[src/rtl/led_pkg.sv]
// Shared constants and types for the LED scanner chain.
// The scan-pattern generator and the trail fader both size themselves from N_LEDS_DEF.
package led_pkg;

  localparam int N_LEDS_DEF   = 8;
  localparam int PWM_BITS_DEF = 8;
  localparam int LED_MAX      = (1 << PWM_BITS_DEF) - 1;

  typedef logic [PWM_BITS_DEF-1:0] level_t;

endpackage

[src/rtl/led_fade_channel.sv]
// One LED channel of the trail fader: brightness level register, tick-driven decay,
// optional gamma shaping and the PWM compare feeding a registered LED output.
// Build option: LED_GAMMA_EN selects duty = (level*level + level) >> PWM_BITS,
// otherwise duty follows level linearly.
module led_fade_channel
  import led_pkg::*;
#(
  parameter int PWM_BITS    = PWM_BITS_DEF,
  parameter int DECAY_SHIFT = 2
) (
  input  logic                clk,
  input  logic                rst,
  input  logic                load,
  input  logic                tick,
  input  logic [PWM_BITS-1:0] pwm_cnt,
  output logic                led
);

  localparam logic [PWM_BITS-1:0] MAX_LEVEL = '1;
  localparam logic [PWM_BITS-1:0] ONE_LEVEL = {{(PWM_BITS-1){1'b0}}, 1'b1};

  logic [PWM_BITS-1:0] level;
  logic [PWM_BITS-1:0] level_next;
  logic [PWM_BITS-1:0] decay_step;
  logic [PWM_BITS-1:0] duty;

  // Decay step is a fraction of the current level but never less than one, so small
  // levels still reach zero instead of stalling.
  always_comb begin
    decay_step = level >> DECAY_SHIFT;
    if (decay_step == '0) begin
      decay_step = ONE_LEVEL;
    end
  end

  // A lit input always reloads full brightness, even on a tick; otherwise fade on ticks.
  // Since decay_step <= level whenever level > 0, the subtraction cannot wrap.
  always_comb begin
    level_next = level;
    if (load) begin
      level_next = MAX_LEVEL;
    end else if (tick && (level != '0)) begin
      level_next = level - decay_step;
    end
  end

`ifdef LED_GAMMA_EN
  logic [2*PWM_BITS-1:0] level_wide;
  logic [2*PWM_BITS-1:0] gamma_prod;

  // Approximate square-law perceived brightness; keeps full scale at full scale.
  always_comb begin
    level_wide = {{PWM_BITS{1'b0}}, level};
    gamma_prod = (level_wide * level_wide) + level_wide;
    duty       = gamma_prod[2*PWM_BITS-1:PWM_BITS];
  end
`else
  // Linear brightness: duty is the level itself.
  always_comb begin
    duty = level;
  end
`endif

  // Level state and registered PWM output; reset drops any afterglow at once.
  always_ff @(posedge clk) begin
    if (rst) begin
      level <= '0;
      led   <= 1'b0;
    end else begin
      level <= level_next;
      led   <= (duty > pwm_cnt);
    end
  end

endmodule

[src/rtl/led_trail_fader.sv]
// Trail fader between the scan-pattern generator and the board LED pins.
// Owns the decay prescaler and the PWM counter and broadcasts both to every channel,
// so all LEDs are phase-aligned. Build option LED_GAMMA_EN enables gamma shaping.
module led_trail_fader
  import led_pkg::*;
#(
  parameter int N_LEDS      = N_LEDS_DEF,
  parameter int PWM_BITS    = PWM_BITS_DEF,
  parameter int DECAY_DIV   = 250000,
  parameter int DECAY_SHIFT = 2
) (
  input  logic              clk,
  input  logic              rst,
  input  logic [N_LEDS-1:0] led_in,
  output logic [N_LEDS-1:0] led_out,
  output logic              tick
);

  localparam int PRE_W = (DECAY_DIV > 2) ? $clog2(DECAY_DIV) : 1;
  localparam logic [PRE_W-1:0]    PRE_LAST = PRE_W'(DECAY_DIV - 1);
  localparam logic [PWM_BITS-1:0] PWM_LAST = {{(PWM_BITS-1){1'b1}}, 1'b0};

  logic [PRE_W-1:0]    pre_cnt;
  logic [PWM_BITS-1:0] pwm_cnt;

  // Decay tick is high for exactly the last prescaler count of each period.
  assign tick = (pre_cnt == PRE_LAST);

  // Prescaler: 0..DECAY_DIV-1, wrapping, sets the fade speed.
  always_ff @(posedge clk) begin
    if (rst) begin
      pre_cnt <= '0;
    end else if (pre_cnt == PRE_LAST) begin
      pre_cnt <= '0;
    end else begin
      pre_cnt <= pre_cnt + 1'b1;
    end
  end

  // PWM counter: 0..MAX-1 so a period is MAX cycles and duty MAX means always on.
  always_ff @(posedge clk) begin
    if (rst) begin
      pwm_cnt <= '0;
    end else if (pwm_cnt == PWM_LAST) begin
      pwm_cnt <= '0;
    end else begin
      pwm_cnt <= pwm_cnt + 1'b1;
    end
  end

  for (genvar i = 0; i < N_LEDS; i++) begin : gen_ch
    led_fade_channel #(
      .PWM_BITS    (PWM_BITS),
      .DECAY_SHIFT (DECAY_SHIFT)
    ) u_ch (
      .clk     (clk),
      .rst     (rst),
      .load    (led_in[i]),
      .tick    (tick),
      .pwm_cnt (pwm_cnt),
      .led     (led_out[i])
    );
  end

endmodule

[config.mk]
export PLATFORM = sky130hd
export DESIGN_NAME = led_trail_fader
export DESIGN_NICKNAME = d
export VERILOG_FILES = /design/src/rtl/led_pkg.sv /design/src/rtl/led_fade_channel.sv /design/src/rtl/led_trail_fader.sv
export SDC_FILE = /design/constraint.sdc
export NUM_CORES = 1
export LEC_CHECK = 0
export BUFFER_PORTS_ARGS = -buffer_cell sky130_fd_sc_hd__buf_2
export CAP_MARGIN = 30
export CORE_ASPECT_RATIO = 2
export CORE_MARGIN = 2
export CORE_UTILIZATION = 45
export CTS_BUF_LIST = sky130_fd_sc_hd__clkbuf_8
export DETAILED_ROUTE_END_ITERATION = 6
export GPL_TIMING_DRIVEN = 0
export HOLD_SLACK_MARGIN = 0.1
export PLACE_DENSITY_LB_ADDON = 0.1
export RECOVER_POWER = 100
export SKIP_CTS_REPAIR_TIMING = 1
export SYNTH_ARGS = -nofsm -noshare
export SYNTH_HDL_FRONTEND = slang
export SYNTH_SLANG_ARGS = --single-unit
[constraint.sdc]
create_clock -name clk -period 2.9 [get_ports clk]
set_clock_uncertainty 0.05 [all_clocks]
set_input_delay 0.435 -clock clk [delete_from_list [all_inputs] [get_ports clk]]
set_output_delay 0.435 -clock clk [all_outputs]
set_load 0.02 [all_outputs]
* Yosys cells after proc, flatten, opt, wreduce, memory -nomap -nowiden
Index checks and enable logic that the tools add are counted.
Operators by class: shift-type cells 0, $lt $le $gt $ge 8, bitwise logic cells 0, reduce and logical (&&, ||, !) cells 34, div/mod/pow operators 0, $mul 0, equal/unequal tests 2, muxes and demuxes 24, add/subtract/negate cells 10
Operators with widths (count):
- $mux 8 | 16
- $gt 8x8->1 | 8
- $logic_not 8->1 | 8
- $reduce_bool 8->1 | 8
- $sub 8x8->8 | 8
- $mux 6 | 8
- $add 18x1->18 const B | 1
- $eq 18x18->1 const B | 1
- $reduce_bool 2->1 | 8
- $add 8x1->8 const B | 1
- $eq 8x8->1 const B | 1
- $logic_and 1x1->1 | 8
- $reduce_or 2->1 | 2
Word-level totals: latch bits 0, input bits 10, bits in read-only memories 0, bits in registers 98, bits in writable memories 0, memories 0, output and inout bits 9

* Depth between registers and ports, before layout
Gate-level depths: netlist of run 1.
word-level depth 5, gate-level depth with buffers 10

* Hierarchy
A second synthesis of run 1 with hierarchy kept.
Unflattened totals: cell total of the unflattened synthesis 909, area, all modules 7862.5 um^2
By module, submodules not included:
- led_fade_channel | seq. area each 180.2 um^2, times used 8, area an instance 840.8 um^2, cells an instance 98
- led_trail_fader | seq. area each 520.5 um^2, times used 1, area an instance 1136.1 um^2, cells an instance 125

* Least setup slack after synthesis of run 1
No wires, ideal clock.
path type register -> register, from register gen_ch[0].u_ch.level[2], to register gen_ch[0].u_ch.level[6], library setup time 74 ps, data arrival time 2556 ps, period minus slack after synthesis 2680 ps, required time 2776 ps, setup slack 220 ps, buffers on the path 0, stages on the path, launching flop included 11, cells stage by stage dfxtp_1 nor4_1 a21o_1 ha_1 inv_1 fa_1 a21o_1 a211oi_1 nor2_1 or4b_2 a31oi_1
Between the ends: longest elaborated chain between the ends 5
Ends and longest elaborated chain:
- start: declaration | RTL line led_fade_channel.sv:22 | logic [PWM_BITS-1:0] level;
- start signal: assignment | RTL line led_fade_channel.sv:70 | level <= level_next;
- $logic_not 8->1 | RTL line led_fade_channel.sv:31 | if (decay_step == '0) begin
- $mux 6 | RTL line led_fade_channel.sv:31
- $sub 8x8->8 | RTL line led_fade_channel.sv:43 | level_next = level - decay_step;
- $mux 8 | RTL line led_fade_channel.sv:42 | end else if (tick && (level != '0)) begin
- $mux 8 | RTL line led_fade_channel.sv:40 | if (load) begin
Several ways; a longest one is shown, not always the timed one. The select of a mux whose other input is x is not followed. A chain may end at the register's enable or synchronous reset.

* Worst setup path after layout of run 1
from register gen_ch[0].u_ch.level[4], to register gen_ch[0].u_ch.level[6]
The elaborated chain is that of the path after synthesis.

==> results.sh, run 1 <==
export IMPL_status="finished clean"
export IMPL_area_growth_pct=8.593
export IMPL_io_pin_count=19
export IMPL_nNetsFinal=1020
export IMPL_synth_edf_count=0
export IMPL_routed_via_density=6.027
export IMPL_netlist_instances=857
export IMPL_grt_max_degree=20
export IMPL_fin_ws_ns=0.1074
export IMPL_netSwitchingFraction_pct=35.53
export IMPL_synth_avg_cell_area_um2=8.665
export IMPL_antenna_found_initial=0
export IMPL_seq_power_share_pct=45.0
export IMPL_ant_nets=0
export IMPL_drtPass1Iterations=4
export IMPL_dpl_worst_slack_ns=-0.08412
export IMPL_ys_ff_latch=98
export IMPL_cts_inserted_buffers=9
export IMPL_pwr_share_comb_pct=28.7
export IMPL_synth_xor_area_share_pct=4.954
export IMPL_htree_levels=3
export IMPL_coreArea_mm2=0.01619
export IMPL_drt_initial_drc_count=288
export IMPL_switchingPower_w=0.001231
export IMPL_grt_pass1_vias=6802
export IMPL_endpoint_kind="flop"
export IMPL_routed_wl_mm=21.09
export IMPL_start_kind="flop"
export IMPL_power_leakage_nw=3.362
export IMPL_die_w_um=94.84
export IMPL_drv_cap=0
export IMPL_synthAdderAreaFrac_pct=22.01
export IMPL_cts_tree="yes"
export IMPL_io_buffers=18
export IMPL_period_minus_slack_ns=2.793
export IMPL_syn_area_mm2=0.007426
export IMPL_cts_root_buffer="clkbuf_8"
export IMPL_worst_ir_drop_vdd_mv=0.2066
export IMPL_total_power_w=0.003466
export IMPL_synthArstFlopShare_pct=0
export IMPL_crit_type="flop to flop"
export IMPL_clock_latency_ns=0.40
export IMPL_synth_top_family_by_area="adder cells"
export IMPL_hold_violations=0
export IMPL_gr_total_overflow=0
export IMPL_p_clk_share_pct=26.3
export IMPL_fin_crit_sh_pct=96.30
export IMPL_cts_sinks=98
export IMPL_drc=0
export IMPL_vias=6594
export IMPL_synth_distinct_cells=53
export IMPL_rsz0062_at_grt="true"
export IMPL_die_area_mm2=0.01761
export IMPL_hold_path_class="input pin to flop"
export IMPL_grt_usage_pct=24.61
export IMPL_antenna_cells=0
export IMPL_dp_hpwl_mm=16.20
export IMPL_drive_gt1_share_pct=8.315
export IMPL_intPower_w=0.002234
export IMPL_die_y_um=185.7
export IMPL_synth_seq_area_share_pct=26.42
export IMPL_reg2reg_depth=10
export IMPL_initial_core_util_pct=45.88
export IMPL_pwr_density_cell_mw_per_mm2=429.8
export IMPL_row_count=66
export IMPL_clock_path_buffers=2
export IMPL_fmaxAchievable_mhz=358.1
export IMPL_synth_mux_area_fraction_pct=0.4212
export IMPL_cp_data_arrival_time_ns=3.07
export IMPL_synth_compound_area_share_pct=20.72
export IMPL_crit_required_ns=3.17
export IMPL_synth_flop_cell="dfxtp_1"
export IMPL_grt_pass1_wl_mm=33.40
export IMPL_critPathMaxFanout=5
export IMPL_worst_pin_slew_ns=0.9185
export IMPL_setup_violations=0
export IMPL_path_clk_slew_ns=0.11
export IMPL_synthSimpleGateAreaFrac_pct=19.76
export IMPL_synthesis_nets=992
export IMPL_finalMaxSlewViolations=0
export IMPL_globalplace_congestion=0.8034
export IMPL_wl_per_cell_um=19.28
export IMPL_hold_depth=3
export IMPL_max_slew_margin_pct=38.77
export IMPL_yosys_warnings=0
-- flip-flops by register name (all words and copies together) (netlist names) --
name	flops
gen_ch.u_ch.led	8
pwm_cnt	8
pre_cnt	18
gen_ch.u_ch.duty	64
-- cells in the mapped netlist, drive strengths merged (13+ instances only) --
library cell / n / area [um2]
and3: 17 / 108.9
a21oi: 40 / 200.2
nor3: 38 / 201.5
o21ai: 24 / 120.1
xor2: 13 / 113.9
a31oi: 25 / 156.4
clkbuf: 14 / 53.80
dfxtp: 98 / 1962
nand3: 27 / 147.6
a221oi: 17 / 148.9
nand2: 25 / 93.84
a311oi: 23 / 201.4
nor2: 69 / 259.0
ha: 117 / 1464
inv: 80 / 300.3
xnor2: 29 / 254.0
o21a: 22 / 165.2
a21o: 33 / 247.7
and4: 18 / 157.7
or4: 15 / 112.6
-- through the flow --
stage	cell area (um2)	std cells	TNS [ns]	utilization (%)	hold slack, ns
2_1_floorplan	7426	857	0	-	0.3760
3_3_place_gp	7771	1079	-0.03261	48.01	0.3882
3_5_place_dp	7771	1079	-0.09588	48.01	0.4052
4_1_cts	7963	1095	-0.1342	49.20	0.2751
5_1_grt	8064	1094	-0.07166	49.82	0.3097
6_report	8064	1094	0	49.82	0.2782
-- critical path, cell delays in order (launching register included) --
cell      delay, ns
dfxtp_4        0.39
nor4_4         0.30
a21o_1         0.16
ha_2           0.18
inv_1          0.05
fa_2           0.35
a21o_1         0.20
a211oi_2       0.22
nor2_1         0.09
or4b_2         0.61
a31oi_1        0.14
-- final cells by class --
| cell class | count | area (um2) |
|---|---|---|
| well taps | 204 | 255.2 |
| inverters | 80 | 300.3 |
| flip-flops and latches | 98 | 1977 |
| plain buffers | 23 | 117.6 |
| clock buffers | 9 | 123.9 |
| multi-input cells | 655 | 5144 |
| repair buffers | 18 | 78.83 |
| clock inverters | 7 | 67.56 |
| fillers | 1599 | 8122 |
-- cell usage in the layout, fill, tap and decap left out, drive strengths merged, types with 7 or more instances in the layout --
master    n
dfxtp    98
fa        8
a311oi   23
nand2    25
a21o     33
nor3     38
inv      86
xnor2    29
a21oi    40
and3     17
nor4     12
nor2b    12
and4     18
buf      17
o31a      7
clkbuf   33
or4      15
nand3    27
ha      117
o21ai    24
a211oi   11
a221oi   17
a31oi    25
o31ai    12
xor2     13
nor2     69
o21a     22
-- final timing paths --
check        slack [ns]                   start                endpoint
max                0.11  gen_ch[0].u_ch.duty[4]  gen_ch[0].u_ch.duty[6]
min                0.28               led_in[0]  gen_ch[0].u_ch.duty[0]
max reg2reg        0.11  gen_ch[0].u_ch.duty[4]  gen_ch[0].u_ch.duty[6]
min reg2reg        0.43              pre_cnt[0]              pre_cnt[0]
-- routing by layer --
metal  wire, um  vias up  track usage (%)
met5          0        -                0
met3        515       27            2.105
li1           -     3247                -
met2      12020       87            48.37
met1       7947     3233            24.89
met4        609        0            12.23
-- power by group through the flow --
stage          Clock [W]  Combinational (W)  Sequential (W)
3_3_place_gp           0           0.000925         0.00157
6_report        0.000912           0.000995         0.00156
3_5_place_dp           0           0.000977         0.00158
2_1_floorplan          0           0.000760         0.00153
5_1_grt         0.000990            0.00112         0.00157
4_1_cts         0.000935           0.000983         0.00155
-- logic make-up (layout without fill, tap and decap cells) --
group / count (synthesis) / count (layout)
AND/OR/NAND/NOR: 263 / 263
AO/OA/AOI/OAI: 221 / 221
adder cells (fa/ha/maj): 126 / 126
buffers and inverters: 104 / 137
flip-flops: 98 / 98
XOR/XNOR: 42 / 42
multiplexers: 3 / 3
No activity file was read; power rests on OpenSTA's default activity.
==> inputs of run 2 (changes only) <==
--- a/config.mk
+++ b/config.mk
@@ -19,4 +19,5 @@
 export SKIP_CTS_REPAIR_TIMING = 1
 export SYNTH_ARGS = -nofsm -noshare
 export SYNTH_HDL_FRONTEND = slang
+export SYNTH_HIERARCHICAL = 1
 export SYNTH_SLANG_ARGS = --single-unit
==> results.sh, run 2 <==
export IMPL_hold_path_class="input pin to flop"
export IMPL_r2r_slack_ns=0.11
export IMPL_synth_distinct_cells=43
export IMPL_hold_violations=0
export IMPL_initial_core_util_pct=45.75
export IMPL_fillerInstances=1728
export IMPL_routed_wl_mm=17.90
export IMPL_final_common_cell="inv_1"
export IMPL_worstPathCellList="or4_1 > or4_4 > nor2_4 > buf_12 > o21ai_4 > buf_6 > or3b_2 > a21oi_1"
export IMPL_htree_levels=3
export IMPL_area_growth_pct=9.819
export IMPL_antenna_found_initial=0
export IMPL_top_usage_layer="met2"
export IMPL_status="finished clean"
export IMPL_worstReg2RegEnd="gen_ch[2].u_ch/duty[5]"
export IMPL_antenna_cells=0
export IMPL_wl_per_cell_um=15.48
export IMPL_critPathMaxFanout=10
export IMPL_reg2reg_depth=8
export IMPL_min_to="gen_ch[1].u_ch/duty[5]"
export IMPL_die_w_um=97.47
export IMPL_ant_nets=0
export IMPL_nNetsFinal=1083
export IMPL_globalplace_congestion=0.8269
export IMPL_io_pin_count=19
export IMPL_gr_usage_met1_pct=20.31
export IMPL_post_synth_top_count_cell="inv_1"
export IMPL_critPathSlowestCell="or4_4"
export IMPL_fmaxAchievable_mhz=358.6
export IMPL_setup_violations=0
export IMPL_synthArstFlopShare_pct=0
export IMPL_drv_cap=0
export IMPL_io_buffers=18
export IMPL_endpoint_kind="flop"
export IMPL_use_met2_pct=41.46
export IMPL_yosys_warnings=6
export IMPL_finalMaxSlewViolations=0
export IMPL_synthesis_nets=1050
export IMPL_cts_root_buffer="clkbuf_8"
export IMPL_synth_seq_area_share_pct=24.95
export IMPL_cts_tree="yes"
export IMPL_synth_edf_count=0
export IMPL_gr_total_overflow=0
export IMPL_clock_path_buffers=2
export IMPL_vias=6448
export IMPL_start_kind="flop"
export IMPL_crit_required_ns=3.17
export IMPL_synth_top_cell_by_area="dfxtp_1"
export IMPL_path_clk_slew_ns=0.10
export IMPL_setup_tns_ns=0
export IMPL_netlist_instances=909
export IMPL_worst_pin_slew_ns=0.7180
export IMPL_die_y_um=190.9
export IMPL_yosysTopAreaCellShare_pct=24.95
export IMPL_clock_latency_ns=0.39
export IMPL_coreArea_mm2=0.01719
export IMPL_min_from="led_in[1]"
export IMPL_fin_crit_sh_pct=96.17
export IMPL_cp_data_arrival_time_ns=3.05
export IMPL_drive_gt1_share_pct=12.47
export IMPL_power_leakage_nw=3.709
export IMPL_drt_initial_drc_count=153
export IMPL_final_cells=1156
export IMPL_dp_hpwl_mm=13.90
export IMPL_largest_reg_flops=64
export IMPL_syn_area_mm2=0.007863
export IMPL_worst_ir_drop_vdd_mv=0.2028
export IMPL_max_slew_margin_pct=52.07
export IMPL_grt_usage_pct=20.14
export IMPL_cts_inserted_buffers=9
export IMPL_pwr_density_cell_mw_per_mm2=408.1
export IMPL_grtUsageMet3_pct=1.901
export IMPL_grt_max_degree=16
export IMPL_slowest_delay_ns=0.55
export IMPL_hold_depth=3
export IMPL_synth_avg_cell_area_um2=8.650
export IMPL_synth_flop_cell="dfxtp_1"
export IMPL_yosys_top_cells_area="dfxtp_1 (25%), ha_1 (20%), inv_1 (6.3%)"
export IMPL_reg2reg_from="pre_cnt[13]"
export IMPL_period_minus_slack_ns=2.789
export IMPL_drc=0
export IMPL_drtPass1Iterations=4
export IMPL_die_area_mm2=0.01861
export IMPL_grt_pass1_vias=6560
export IMPL_ys_ff_latch=98
export IMPL_crit_type="flop to flop"
export IMPL_cts_sinks=98
export IMPL_routed_via_density=5.578
export IMPL_grt_pass1_wl_mm=30.55
export IMPL_place_inst=1137
export IMPL_synthTopCellsByCount="inv_1 (133), ha_1 (123), dfxtp_1 (98)"
export IMPL_mostFrequentLayoutCells="inv_1 (133), ha_1 (117), dfxtp_1 (86)"
export IMPL_row_count=68
[run 2: final cells by class]
cell class                 instances  area, um2  share of cell area [%]
buffer                            17      125.1                   1.449
clock buffer                      11      151.4                   1.753
clock inverter                     4      51.30                  0.5941
inverter                         133      499.2                   5.782
multi-input combinational        661       5453                   63.15
sequential                        98       1977                   22.90
tap                              210      262.8                   3.043
timing repair buffer              22      115.1                   1.333
[run 2: report_power, final]
part | total (W) | internal [W] | leakage [nW] | switching (W)
clock | 0.000951 | 0.000442 | 0.101 | 0.000509
sequential | 0.00156 | 0.00143 | 0.817 | 0.000133
combinational | 0.00101 | 0.000472 | 2.79 | 0.000536
total | 0.00352 | 0.00235 | 3.71 | 0.00118
[run 2: logic make-up after synthesis]
logic type | Yosys count | synth area share, %
flops | 98 | 24.95
fa+ha+maj | 131 | 21.61
buf+inv | 150 | 8.020
xor+xnor | 53 | 5.904
compound gates | 228 | 21.53
mux | 8 | 1.019
simple gates | 241 | 16.96
[run 2: worst max-delay path by stage]
stage | from | end | slack [ns] | depth (start not counted)
2_1_floorplan | pre_cnt[13] | gen_ch[0].u_ch/duty[5] | 0.11 | 7
3_3_place_gp | pre_cnt[13] | gen_ch[4].u_ch/duty[6] | -0.17 | 7
3_5_place_dp | pre_cnt[13] | gen_ch[4].u_ch/duty[6] | -0.16 | 7
4_1_cts | pre_cnt[13] | tick | -0.33 | 4
5_1_grt | gen_ch[7].u_ch/duty[5] | gen_ch[7].u_ch/duty[6] | -0.007 | 10
6_report | pre_cnt[13] | gen_ch[2].u_ch/duty[5] | 0.11 | 8
[run 2: stage by stage]
stage	hold slack (ns)	util (%)	worst slack, ns	cell area, um2	total power, W
global route	0.3113	50.24	-0.007171	8635	0.003775
global placement	0.3996	47.85	-0.1678	8223	0.002570
CTS	0.3081	49.02	-0.3268	8426	0.003550
floorplan	0.3799	-	0.1113	7870	0.002333
detailed placement	0.4085	47.85	-0.1559	8223	0.002581
finish	0.3177	50.24	0.1111	8635	0.003524
[run 2: critical path, delay by kind of cell (launching register included)]
| family | cells | cell delay [ns] |
|---|---|---|
| AO/OA/AOI/OAI | 2 | 0.21 |
| buffers and inverters | 2 | 0.34 |
| flip-flops | 1 | 0.36 |
| AND/OR/NAND/NOR | 4 | 1.73 |
[run 2: layer usage]
layer | share of wire (%) | wire length [um]
met2 | 58 | 10420
met5 | 0 | 0
met1 | 39 | 6975
met4 | 1.7 | 301
met3 | 1.1 | 205
==> inputs of run 3 (changes only) <==
==> constraint.sdc (replaced) <==
create_clock -name clk -period 2.9 [get_ports clk]
set_clock_uncertainty 0.05 [all_clocks]
set_input_delay 0.29 -clock clk [delete_from_list [all_inputs] [get_ports clk]]
set_output_delay 0.29 -clock clk [all_outputs]
set_load 0.02 [all_outputs]
==> results.sh, run 3 (synthesis results as in run 2) <==
export IMPL_intPower_w=0.002345
export IMPL_p_clk_share_pct=27.0
export IMPL_start_kind="flop"
export IMPL_fillerInstances=1727
export IMPL_place_inst=1137
export IMPL_crit_type="flop to flop"
export IMPL_slowest_delay_ns=0.59
export IMPL_hold_violations=0
export IMPL_cts_root_buffer="clkbuf_8"
export IMPL_grt_max_degree=16
export IMPL_hold_path_class="input pin to flop"
export IMPL_io_pin_count=19
export IMPL_ant_nets=0
export IMPL_switchingPower_w=0.001177
export IMPL_cts_sinks=98
export IMPL_power_leakage_nw=3.709
export IMPL_period_minus_slack_ns=2.787
export IMPL_netSwitchingFraction_pct=33.42
export IMPL_r2r_slack_ns=0.11
export IMPL_largest_reg_flops=64
export IMPL_clock_path_buffers=2
export IMPL_final_cells=1155
export IMPL_drv_cap=0
export IMPL_min_from="led_in[4]"
export IMPL_path_buf_inv=2
export IMPL_mostFrequentLayoutCells="inv_1 (133), ha_1 (117), dfxtp_1 (87)"
export IMPL_die_area_mm2=0.01861
export IMPL_path_clk_slew_ns=0.10
export IMPL_worst_pin_slew_ns=0.7256
export IMPL_nNetsFinal=1082
export IMPL_globalplace_congestion=0.8269
export IMPL_grt_pass1_vias=6560
export IMPL_pwr_share_comb_pct=28.6
export IMPL_drtPass1Iterations=4
export IMPL_grt_pass1_wl_mm=30.55
export IMPL_crit_required_ns=3.17
export IMPL_endpoint_kind="flop"
export IMPL_critPathSlowestCell="or4_1"
export IMPL_setup_violations=0
export IMPL_hold_depth=3
export IMPL_drc=0
export IMPL_io_buffers=18
export IMPL_clock_latency_ns=0.39
export IMPL_grt_usage_pct=20.14
export IMPL_dp_hpwl_mm=13.90
export IMPL_row_count=68
export IMPL_drt_initial_drc_count=169
export IMPL_area_growth_pct=9.739
export IMPL_initial_core_util_pct=45.75
export IMPL_antenna_cells=0
export IMPL_crit_family="simple AND/OR/NAND/NOR gates"
export IMPL_startpoint="pre_cnt[13]"
export IMPL_reg2reg_depth=8
export IMPL_cts_tree="yes"
export IMPL_htree_levels=3
export IMPL_min_to="gen_ch[4].u_ch/duty[5]"
export IMPL_routed_via_density=5.583
export IMPL_final_common_cell="inv_1"
export IMPL_coreArea_mm2=0.01719
export IMPL_fmaxAchievable_mhz=358.8
export IMPL_status="finished clean"
export IMPL_routed_wl_mm=17.85
export IMPL_vias=6448
export IMPL_cts_inserted_buffers=9
export IMPL_fin_crit_sh_pct=96.11
export IMPL_antenna_found_initial=0
export IMPL_seq_power_share_pct=44.4
export IMPL_pwr_density_cell_mw_per_mm2=408.2
export IMPL_worstReg2RegEnd="gen_ch[0].u_ch/duty[5]"
export IMPL_max_slew_margin_pct=51.56
export IMPL_die_w_um=97.47
export IMPL_hold_ws_ns=0.1788
export IMPL_cp_common_cell="or4_1"
export IMPL_reg2reg_from="pre_cnt[13]"
export IMPL_gr_total_overflow=0
export IMPL_die_y_um=190.9
export IMPL_critPathMaxFanout=10
export IMPL_wl_per_cell_um=15.45
export IMPL_finalMaxSlewViolations=0
export IMPL_drive_gt1_share_pct=12.38
export IMPL_worstPathCellList="or4_1 > or4_1 > nor2_4 > buf_4 > o21ai_4 > buf_6 > or3b_2 > a21oi_1"
export IMPL_worst_ir_drop_vdd_mv=0.2022
export IMPL_cp_data_arrival_time_ns=3.05
run 3: cell types whose count changed in the layout (fill, tap and decap cells not counted):
cell | before | now
dfxtp_2 | 12 | 11
o21ai_2 | 1 | 0
clkbuf_1 | 10 | 8
or4_4 | 9 | 8
or4_1 | 10 | 11
o21ai_1 | 7 | 8
nor2_1 | 76 | 75
dfxtp_1 | 86 | 87
nor2_2 | 1 | 2
buf_4 | 1 | 2
run 3: worst max path at each step:
stage / end / slack (ns) / depth (start not counted)
global placement: gen_ch[4].u_ch/duty[6] / -0.17 / 7
global route: gen_ch[7].u_ch/duty[6] / -0.007 / 10
CTS: tick / -0.18 / 4
floorplan: gen_ch[0].u_ch/duty[5] / 0.11 / 7
finish: gen_ch[0].u_ch/duty[5] / 0.11 / 8
detailed placement: gen_ch[4].u_ch/duty[6] / -0.16 / 7
run 3: area by class of cell:
cell class	count	area [um2]	share of cell area [%]
sequential	98	1976	22.90
timing repair buffer	21	115.1	1.334
inverter	133	499.2	5.786
clock buffer	11	151.4	1.755
multi-input combinational	661	5448	63.14
buffer	17	125.1	1.450
tap	210	262.8	3.045
clock inverter	4	51.30	0.5945
run 3: power by group through the flow:
| stage | clock (W) | sequential, W | combinational, W |
|---|---|---|---|
| after global routing | 0.00104 | 0.00158 | 0.00116 |
| after CTS | 0.000994 | 0.00156 | 0.000995 |
| after floorplan | 0 | 0.00156 | 0.000777 |
| after detailed placement | 0 | 0.00159 | 0.000988 |
| after global placement | 0 | 0.00159 | 0.000977 |
| final | 0.000951 | 0.00156 | 0.00101 |
run 3: metal layers:
metal	up-vias	track usage (%)	routed length, um
met3	16	1.901	213
li1	3286	-	-
met1	3111	20.31	6943
met2	35	41.46	10370
met4	0	7.372	318
met5	-	0	0
run 3: tightest hold or removal path: stages:
cell and delay, ns:
buf_2 0.12, a21oi_1 0.05, a21oi_1 0.12
run 3: metrics by stage:
stage	utilization (%)	worst slack, ns	area, um2	TNS (ns)	total power [W]
finish	50.20	0.1128	8628	0	0.003522
global route	50.20	-0.007171	8628	-0.007171	0.003773
CTS	49.02	-0.1818	8426	-2.330	0.003550
detailed placement	47.85	-0.1559	8223	-1.799	0.002581
global placement	47.85	-0.1678	8223	-1.924	0.002570
floorplan	-	0.1113	7870	0	0.002333
